**src/rtl/timer_pkg.sv**
```systemverilog
// rtl/timer_pkg.sv - shared state encodings and constants for the timer controller
package timer_pkg;

    localparam logic [2:0] ST_IDLE  = 3'd0;
    localparam logic [2:0] ST_LOAD  = 3'd1;
    localparam logic [2:0] ST_RUN   = 3'd2;
    localparam logic [2:0] ST_TICK  = 3'd3;
    localparam logic [2:0] ST_CHECK = 3'd4;

    // Cycles per tick beyond the prescaler's RUN cycles (one TICK plus one CHECK)
    localparam int TICK_OVERHEAD = 2;

    typedef enum logic [2:0] {
        IDLE  = ST_IDLE,
        LOAD  = ST_LOAD,
        RUN   = ST_RUN,
        TICK  = ST_TICK,
        CHECK = ST_CHECK
    } state_t;

endpackage

```
**src/rtl/tick_prescaler.sv**
```systemverilog
// rtl/tick_prescaler.sv - free-running divider that pulses wrap when its count reaches div
module tick_prescaler #(
    parameter int prescale_size = 8
) (
    input  logic                     clk,
    input  logic                     res_n,
    input  logic                     clr,
    input  logic                     en,
    input  logic [prescale_size-1:0] div,
    output logic                     wrap
);

    localparam logic [prescale_size-1:0] ONE = 1;

    logic [prescale_size-1:0] count;

    // wrap is only meaningful while counting, so div=0 yields a wrap on the first enabled cycle
    assign wrap = en && (count == div);

    // Count enabled cycles, restarting from zero on clear or on wrap
    always_ff @(posedge clk or negedge res_n) begin
        if (!res_n) begin
            count <= '0;
        end else if (clr || wrap) begin
            count <= '0;
        end else if (en) begin
            count <= count + ONE;
        end
    end

endmodule

```
**src/rtl/timer_ctrl.sv**
```systemverilog
// rtl/timer_ctrl.sv - sequencing controller driving an up-counter stage with irq/ack handshake
module timer_ctrl
    import timer_pkg::*;
#(
    parameter int counter_size  = 8,
    parameter int prescale_size = 8
) (
    input  logic                     clk,
    input  logic                     res_n,
    input  logic                     start,
    input  logic                     stop,
    input  logic                     periodic,
    input  logic [counter_size-1:0]  reload_val,
    input  logic [prescale_size-1:0] prescale_div,
    input  logic                     cnt_overflow,
    input  logic                     irq_ack,
    output logic                     cnt_enable,
    output logic                     cnt_load,
    output logic [counter_size-1:0]  cnt_load_val,
    output logic                     busy,
    output logic                     irq,
    output logic                     missed
);

    state_t                   state;
    state_t                   state_nxt;
    logic                     periodic_q;
    logic [counter_size-1:0]  reload_q;
    logic [prescale_size-1:0] div_q;
    logic                     wrap;
    logic                     launch;
    logic                     expiry;

    // A run only begins from IDLE; stop takes priority over a simultaneous start
    assign launch = (state == IDLE) && start && !stop;

    // A stop in the CHECK cycle aborts the run and suppresses the expiry
    assign expiry = (state == CHECK) && cnt_overflow && !stop;

    assign busy         = (state != IDLE);
    assign cnt_load_val = reload_q;

    tick_prescaler #(
        .prescale_size(prescale_size)
    ) u_prescaler (
        .clk  (clk),
        .res_n(res_n),
        .clr  (state == LOAD),
        .en   (state == RUN),
        .div  (div_q),
        .wrap (wrap)
    );

    // State register
    always_ff @(posedge clk or negedge res_n) begin
        if (!res_n) begin
            state <= IDLE;
        end else begin
            state <= state_nxt;
        end
    end

    // Next-state and Moore counter strobes
    always_comb begin
        state_nxt  = state;
        cnt_enable = 1'b0;
        cnt_load   = 1'b0;
        case (state)
            IDLE: begin
                if (launch) state_nxt = LOAD;
            end
            LOAD: begin
                cnt_enable = 1'b1;
                cnt_load   = 1'b1;
                state_nxt  = stop ? IDLE : RUN;
            end
            RUN: begin
                if (stop)      state_nxt = IDLE;
                else if (wrap) state_nxt = TICK;
            end
            TICK: begin
                cnt_enable = 1'b1;
                state_nxt  = stop ? IDLE : CHECK;
            end
            CHECK: begin
                if (stop)              state_nxt = IDLE;
                else if (!cnt_overflow) state_nxt = RUN;
                else                   state_nxt = periodic_q ? LOAD : IDLE;
            end
            default: state_nxt = IDLE;
        endcase
    end

    // Configuration is captured only when a run launches, so mid-run input changes are ignored
    always_ff @(posedge clk or negedge res_n) begin
        if (!res_n) begin
            periodic_q <= 1'b0;
            reload_q   <= '0;
            div_q      <= '0;
        end else if (launch) begin
            periodic_q <= periodic;
            reload_q   <= reload_val;
            div_q      <= prescale_div;
        end
    end

    // Sticky irq/missed; a new expiry wins over a same-cycle ack
    always_ff @(posedge clk or negedge res_n) begin
        if (!res_n) begin
            irq    <= 1'b0;
            missed <= 1'b0;
        end else if (expiry) begin
            irq <= 1'b1;
            if (irq_ack)  missed <= 1'b0;
            else if (irq) missed <= 1'b1;
        end else if (irq_ack) begin
            irq    <= 1'b0;
            missed <= 1'b0;
        end
    end

endmodule

```
**config.mk**
```make
export PLATFORM = sky130hd
export DESIGN_NAME = timer_ctrl
export DESIGN_NICKNAME = d
export VERILOG_FILES = /design/src/rtl/timer_pkg.sv /design/src/rtl/tick_prescaler.sv /design/src/rtl/timer_ctrl.sv
export SDC_FILE = /design/constraint.sdc
export NUM_CORES = 1
export LEC_CHECK = 0
export ABC_AREA = 1
export CORE_MARGIN = 8
export CORE_UTILIZATION = 45
export DETAILED_ROUTE_END_ITERATION = 8
export PLACE_DENSITY_LB_ADDON = 0.25
export SYNTH_ARGS = -nofsm -noshare
export SYNTH_HDL_FRONTEND = slang
export SYNTH_SLANG_ARGS = --single-unit
```
**constraint.sdc**
```tcl
create_clock -name clk -period 3.7 [get_ports clk]
set_clock_uncertainty 0.1 [all_clocks]
set_input_delay 0.555 -clock clk [delete_from_list [all_inputs] [get_ports clk]]
set_output_delay 0.555 -clock clk [all_outputs]
set_load 0.005 [all_outputs]
```
# After elaboration in Yosys (flattened, before gate mapping)
# Index checks and enable logic that the tools add are counted.
# totals
regBits	30
out_inout_bits	13
in_bits	23
# op_classes
muxes	18
n_addsub	1
n_eq_ne	7
reduce_logical	15
# ops
operator	n
8-bit 2-to-1 mux	2
3-bit case mux with 5 select lines	1
3-bit 2-to-1 mux	4
8-bit by 1-bit adder with 8-bit output (second input constant)	1
8-bit equality test	1
1-bit 2-to-1 mux	8
3-bit by 2-bit equality test with 1-bit output (second input constant)	2
2-bit 2-to-1 mux	3
2-bit nonzero test	3
1-bit logical AND	5
2-bit AND reduction	2
3-bit by 1-bit equality test with 1-bit output (second input constant)	1
3-bit equality test (second input constant)	1
3-bit logical NOT	1
3-bit != test (second input constant)	1
3-bit nonzero test	1
2-bit != test (second input constant)	1
2-bit OR reduction	1
1-bit logical NOT	1
1-bit logical OR	1

# Depth between registers and ports, before layout
# Gate-level depths: netlist (run 1).
# depth
word_depth	5
mapped_depth	9
mapped_depth_nobuf	9

# Cells and area by module
# A second synthesis (run 1) with hierarchy kept.
# hier_totals
hier_cells	202
area_unflattened_um2	1686.6
# by_module_without_submodules
module	cells_each	seq_area_each_um2	instances	area_each_um2
timer_ctrl	113	550.5	1	1047.3
tick_prescaler	89	200.2	1	639.4

# Worst setup path before layout (run 1)
# No wires, ideal clock.
# synth_path
path_type	register -> output
startpoint	register state[2]
endpoint	output port cnt_enable
required_time_ps	3045
arrival_ps	731
path_stages_with_launch	4
n_path_buf	0
path_slack_ps	2314
cell_sequence	dfrtp_1 -> inv_2 -> nand3_2 -> nand2_1
# synth_via
elab_chain_len	3
# synth_rtl
element	line	source
from (decl)	timer_ctrl.sv:25	state_t state;
from (signal assigned)	timer_ctrl.sv:59	state <= state_nxt;
3-bit by 2-bit equality test with 1-bit output or 3-bit by 1-bit equality test with 1-bit output (tied branches)	timer_ctrl.sv:68	case (state)
2-bit OR reduction (no source line) (*)	-	
1-bit 2-to-1 mux (*)	timer_ctrl.sv:68	
to (decl)	timer_ctrl.sv:17	output logic cnt_enable,
# Mark *: on every way between the ends. The rest lies on a longest branch, timed or not.

# Worst setup path after layout (run 1)
# Same ends and word-level chain as after synthesis.

==> results of run 1 <==
==> placed cells by master, fill, tap and decap left out <==
cell type        instances
buf_4                    1
a21o_2                   1
inv_2                    3
nand3_1                  6
nor2_4                   1
nand4_1                  5
nand2_2                  2
inv_1                   33
clkbuf_4                 5
clkdlybuf4s50_1         35
ha_1                     1
o21ai_0                  2
nand3_2                  3
nor2_2                   1
xnor2_1                  5
dfrtp_1                 30
nor2_1                  12
a21oi_1                  2
clkinv_2                 1
and3_1                   1
clkbuf_1                 1
a21oi_2                  3
o21ai_1                 15
nand3b_4                 1
clkbuf_8                 1
nor4_2                   1
nand2_4                  1
nand2_1                 51
xor2_1                   4
==> how the worst min path moves through the flow <==
stage,slack [ns],start,end
2_1_floorplan,0.16,res_n,cnt_load_val[0]$_DFFE_PN0P_
3_3_place_gp,0.37,missed$_DFFE_PN0P_,missed$_DFFE_PN0P_
3_5_place_dp,0.37,missed$_DFFE_PN0P_,missed$_DFFE_PN0P_
4_1_cts,0.40,missed$_DFFE_PN0P_,missed$_DFFE_PN0P_
5_1_grt,0.43,cnt_load_val[3]$_DFFE_PN0P_,cnt_load_val[3]$_DFFE_PN0P_
6_report,0.39,missed$_DFFE_PN0P_,missed$_DFFE_PN0P_
==> power groups by stage <==
stage | Sequential (W) | Combinational [W] | Clock [W]
4_1_cts | 0.000511 | 0.000503 | 0.000200
5_1_grt | 0.000524 | 0.000563 | 0.000217
3_5_place_dp | 0.000514 | 0.000500 | 0
2_1_floorplan | 0.000508 | 0.000304 | 0
3_3_place_gp | 0.000513 | 0.000495 | 0
6_report | 0.000510 | 0.000495 | 0.000196
==> worst max-delay path: stages, from the launching register on <==
cell and delay, ns:
dfrtp_1 0.43, inv_2 0.12, nand3_2 0.16, nand2_1 0.09, clkdlybuf4s50_1 0.50
==> layout make-up <==
cell class | count | share of cell area
Sequential cell | 30 | 0.377
Tap cell | 46 | 0.0289
Inverter | 36 | 0.0679
Clock inverter | 1 | 0.00251
Multi-Input combinational cell | 118 | 0.316
Clock buffer | 7 | 0.0277
Timing Repair Buffer | 36 | 0.180
==> through the flow <==
step | worst slack (ns) | power [W]
CTS | 1.40 | 0.00121
global placement | 1.72 | 0.00101
global route | 1.34 | 0.00130
floorplan | 2.31 | 0.000812
finish | 1.43 | 0.00120
detailed placement | 1.67 | 0.00101
==> kinds of logic (layout without fill, tap and decap cells) <==
| logic type | Yosys count | after routing | synth area share |
|---|---|---|---|
| AND/OR/NAND/NOR | 85 | 85 | 0.264 |
| buffers and inverters | 39 | 80 | 0.105 |
| flip-flops | 30 | 30 | 0.487 |
| AO/OA/AOI/OAI | 23 | 23 | 0.0844 |
| XOR/XNOR | 9 | 9 | 0.0511 |
| adder cells (fa/ha/maj) | 1 | 1 | 0.00811 |
==> cell usage after synthesis <==
cell type,count,area (um^2)
o21ai_0,2,10.0
nor2_4,1,11.3
nand3_1,6,30.0
a21o_2,1,8.76
buf_2,1,5.00
nand2_1,51,191
a21oi_1,2,10.0
ha_1,1,12.5
inv_1,33,124
buf_6,2,22.5
nand3b_4,1,20.0
nand4_1,5,31.3
nand3_2,3,30.0
inv_2,3,11.3
dfrtp_1,30,751
nor4_2,1,12.5
nor2_2,1,6.26
xnor2_1,5,43.8
and3_1,1,6.26
nand2_2,2,12.5
o21ai_1,15,75.1
xor2_1,4,35.0
nand2_4,1,11.3
a21oi_2,3,26.3
nor2_1,12,45.0
==> routing by layer <==
layer,vias to the layer above,global-route usage,part of all wire
li1,654,-,-
met1,536,0.141,0.46
met2,34,0.179,0.44
met3,5,0.0714,0.086
met4,0,0.0522,0.014
met5,-,0,0
==> registers in the layout, indices dropped and copies added (netlist names) <==
| signal | flops |
|---|---|
| u_prescaler.count | 8 |
| periodic_q | 1 |
| state | 3 |
| cnt_load_val | 8 |
| missed | 1 |
| irq | 1 |
| div_q | 8 |
==> impl_metrics.py, run 1 <==
metrics = {
    "clock_network": {
        "clock_sinks": 30,
        "cts_made_buffers": 5,
        "clockBufferDepth": 2,
        "cts-resized-gates": 0,
        "ctsHoldBuffers": 0,
        "tritoncts": "done",
        "clk_pin_slew_worst_paths_ns": 0.09,
        "htreeDepth": 2,
        "cts_root_buf": "clkbuf_4",
        "clk_latency_ns": 0.32,
        "post_cts_buffers": 0,
    },
    "cells_and_area": {
        "multi_input_area_um2": 629,
        "syn2layout_area_growth_pct": 29.0,
        "post-route-util": 0.601,
        "final_area_um2": 1990,
        "insertedDiodeCount": 0,
        "n_fill_cell": 320,
        "drive_gt1_frac": 0.110,
        "stdcell_count": 274,
        "regArea_um2": 751,
        "nets": 251,
    },
    "timing": {
        "tightest_slew_ns": 0.381,
        "layout_min_cycle_time_ns": 2.27,
        "holdWs_ns": 0.390,
        "fmax_ghz": 0.440,
        "min_period_over_period": 0.614,
        "hold_viol": 0,
        "rsz0062_at_grt": "false",
        "setup-violations-final": 0,
        "fin_tns_setup_ns": 0,
        "max_slew_margin": 0.746,
        "slew_violations": 0,
    },
    "critical_path": {
        "regToRegEndpoint": "div_q[4]$_DFFE_PN0P_",
        "critPathRequiredTime_ns": 3.04,
        "r2r_start": "state[0]$_DFFE_PN0P_",
        "crit_start": "state[2]$_DFFE_PN0P_",
        "worstPathArrival_ns": 1.62,
        "r2r_cells": 6,
        "startpoint_type": "flip-flop",
        "crit_type": "reg -> out",
        "endpoint": "cnt_enable",
        "cp_max_fo": 6,
        "endpoint_kind": "output port",
        "rrSetupSlack_ns": 2.13,
    },
    "global_routing": {
        "overflow": 0,
        "grt_first_pass_wirelength_um": 5060,
        "grt_max_degree": 36,
        "grt_use_total": 0.122,
        "antenna_found_initial": 0,
        "grt_pass1_vias": 1172,
    },
    "floorplanning": {
        "initial_core_util": 0.466,
        "die_w_um": 74.6,
        "dieArea_um2": 5560,
        "pin_count": 36,
        "design.core.area_um2": 3310,
        "fp.dieH_um": 74.6,
        "num_rows": 21,
    },
    "drt": {
        "route.detailed.drc": 0,
        "first_iter_violations": 45,
        "via_per_inst": 4.49,
        "routed_wl_um": 2940,
        "dr.pass1.iters": 4,
        "ant_nets": 0,
        "vias": 1229,
        "wl_per_cell_um": 10.7,
    },
    "synth": {
        "ys_ff_latch": 30,
        "ys_types": 25,
        "syn_inst": 187,
        "syn-cell-area_um2": 1540,
        "syn_area_per_cell_um2": 8.25,
        "yosysWarnings": 0,
        "ys_seq_area_frac": 0.487,
        "syn-num-nets": 211,
    },
    "outcome": {
        "status": "complete, no violations",
    },
    "power": {
        "p_int_w": 0.000776,
        "clkPwrFrac": 0.163,
        "p_leak_nw": 1.03,
        "powerDensity_nw_per_um2": 603,
        "p_seq_frac": 0.425,
        "vdd_drop_max_uv": 343,
        "swShare": 0.353,
        "switching_power_w": 0.000424,
        "combinationalPowerShare": 0.412,
    },
    "place": {
        "dp_hpwl_um": 2250,
        "gp_congestion": 0.804,
        "placed_cell_area_um2": 1930,
        "io_buffer_count": 35,
        "dp_cells": 266,
    },
    "job": {
        "maxCapViolations": 0,
    },
    "worst_hold_path": {
        "min_path_cells": 2,
        "hold_class": "reg -> reg",
    },
}
(Power assumes the default switching activity.)
==> inputs of run 2 (changes only) <==
- CORE_UTILIZATION: 45 -> 44
- clock period: 3.7 -> 1.9 ns (I/O delays scaled with it)
==> impl_metrics.py, run 2 (synthesis gave the netlist of run 1 again) <==
metrics = {
    "outcome": {
        "status": "complete, no violations",
    },
    "cells_and_area": {
        "drive_gt1_frac": 0.145,
        "regArea_um2": 751,
        "n_fill_cell": 330,
        "final_common_cell": "nand2_1",
        "final_area_um2": 2060,
        "post-route-util": 0.613,
        "multi_input_area_um2": 642,
        "nets": 258,
        "insertedDiodeCount": 0,
        "mostFrequentLayoutCells": "nand2_1, inv_1, clkdlybuf4s50_1, dfrtp_1, o21ai_1",
        "syn2layout_area_growth_pct": 33.6,
    },
    "drt": {
        "ant_nets": 0,
        "route.detailed.drc": 0,
        "routed_wl_um": 3160,
        "top_layer_used": "met4",
        "wl_met2_um": 1430,
        "wl_met3_um": 224,
        "wl_met1_um": 1470,
        "vias": 1304,
        "wl_per_cell_um": 11.2,
        "dr.pass1.iters": 4,
        "first_iter_violations": 49,
        "via_per_inst": 4.64,
    },
    "clock_network": {
        "cts_root_buf": "clkbuf_4",
        "clock_sinks": 30,
        "clk_pin_slew_worst_paths_ns": 0.09,
        "clockBufferDepth": 2,
        "cts_made_buffers": 5,
        "clk_latency_ns": 0.32,
        "htreeDepth": 2,
        "ctsHoldBuffers": 0,
        "tritoncts": "done",
    },
    "global_routing": {
        "grt_max_degree": 31,
        "overflow": 0,
        "antenna_found_initial": 0,
        "grt_use_total": 0.128,
        "grt_pass1_vias": 1309,
        "grt_first_pass_wirelength_um": 5570,
    },
    "timing": {
        "tightest_slew_ns": 0.370,
        "min_period_over_period": 0.956,
        "fmax_ghz": 0.550,
        "worst_slack_ns": 0.0833,
        "layout_min_cycle_time_ns": 1.82,
        "setup-violations-final": 0,
        "slew_violations": 0,
        "hold_viol": 0,
        "fin_tns_setup_ns": 0,
        "max_slew_margin": 0.753,
    },
    "critical_path": {
        "cp_top_family": "buffers and inverters",
        "rrSetupSlack_ns": 0.27,
        "critPathRequiredTime_ns": 1.51,
        "r2r_start": "state[0]$_DFFE_PN0P_",
        "slowest_delay_ns": 0.49,
        "startpoint_type": "flip-flop",
        "crit_slowest_cell": "clkdlybuf4s50_1",
        "worstPathArrival_ns": 1.43,
        "endpoint_kind": "output port",
        "path_buf_inv": 3,
        "regToRegEndpoint": "cnt_load_val[2]$_DFFE_PN0P_",
        "cp_max_fo": 3,
        "r2r_cells": 8,
        "crit_type": "reg -> out",
        "crit_chain": "inv_2, nand3_4, inv_1, clkdlybuf4s50_1",
    },
    "place": {
        "io_buffer_count": 35,
        "dp_hpwl_um": 2380,
        "placed_cell_area_um2": 1950,
        "dp_slack_ns": 0.209,
        "gp_congestion": 0.777,
    },
    "floorplanning": {
        "dieArea_um2": 5660,
        "die_w_um": 75.2,
        "design.core.area_um2": 3360,
        "fp.dieH_um": 75.2,
        "num_rows": 21,
        "initial_core_util": 0.459,
        "pin_count": 36,
    },
    "power": {
        "vdd_drop_max_uv": 756,
        "p_leak_nw": 1.07,
        "p_total_w": 0.00244,
        "powerDensity_nw_per_um2": 1180,
    },
    "worst_hold_path": {
        "hold_class": "in -> async",
    },
    "job": {
        "maxCapViolations": 0,
    },
}
==> run 2: cell count changes in the layout (fill, tap and decap cells not counted), sizes merged <==
cell and change:
buf +7, clkinvlp +1, clkdlybuf4s50 -2, dlygate4sd2 +1
clkbuf -1, dlymetal6s2s +1
==> run 2: cell type report <==
type / instances / share of cell area
sequential: 30 / 0.364
multi-input combinational: 118 / 0.311
timing repair buffer: 43 / 0.200
inverter: 36 / 0.0656
tap: 46 / 0.0279
clock buffer: 6 / 0.0249
clock inverter: 2 / 0.00607
==> run 2: timing repair <==
action,in CTS,in global routing
resized for setup,2,2
setup endpoints to repair,3,2
pin swaps,1,0
buffers inserted,6,0
gates cloned,0,0
==> run 2: report_power, final <==
| group | internal (W) | switching (W) |
|---|---|---|
| combinational | 0.000535 | 0.000507 |
| sequential | 0.000848 | 0.000152 |
| clock | 0.000178 | 0.000217 |
| total | 0.00156 | 0.000876 |
==> run 2: how the worst max path moves through the flow <==
stage                                             end            startpoint  cells after the start  slack, ns
after floorplan           cnt_load_val[3]$_DFFE_PN0P_  state[0]$_DFFE_PN0P_                      7       0.62
after global routing                         cnt_load  state[2]$_DFFE_PN0P_                      4     -0.004
after detailed placement  cnt_load_val[2]$_DFFE_PN0P_                  stop                      5       0.21
final                                        cnt_load  state[1]$_DFFE_PN0P_                      4       0.08
after CTS                                  cnt_enable  state[2]$_DFFE_PN0P_                      4       0.02
after global placement    cnt_load_val[6]$_DFFE_PN0P_                  stop                      5       0.22
==> run 2: per-layer routing <==
metal	track usage	vias to the layer above
met5	0	-
met2	0.202	37
li1	-	674
met3	0.0679	6
met1	0.144	587
met4	0.0426	0
==> run 2: metrics by stage <==
stage | instances | hold slack, ns
global placement | 268 | 0.368
floorplan | 187 | -0.111
detailed placement | 268 | 0.371
CTS | 282 | 0.247
global route | 281 | 0.239
finish | 281 | 0.237
==> inputs of run 3 (changes only) <==
- GPL_ROUTABILITY_DRIVEN: unset -> 0
==> results of run 3 <==
No change in the layout: final DEF, timing and power equal those of run 2.
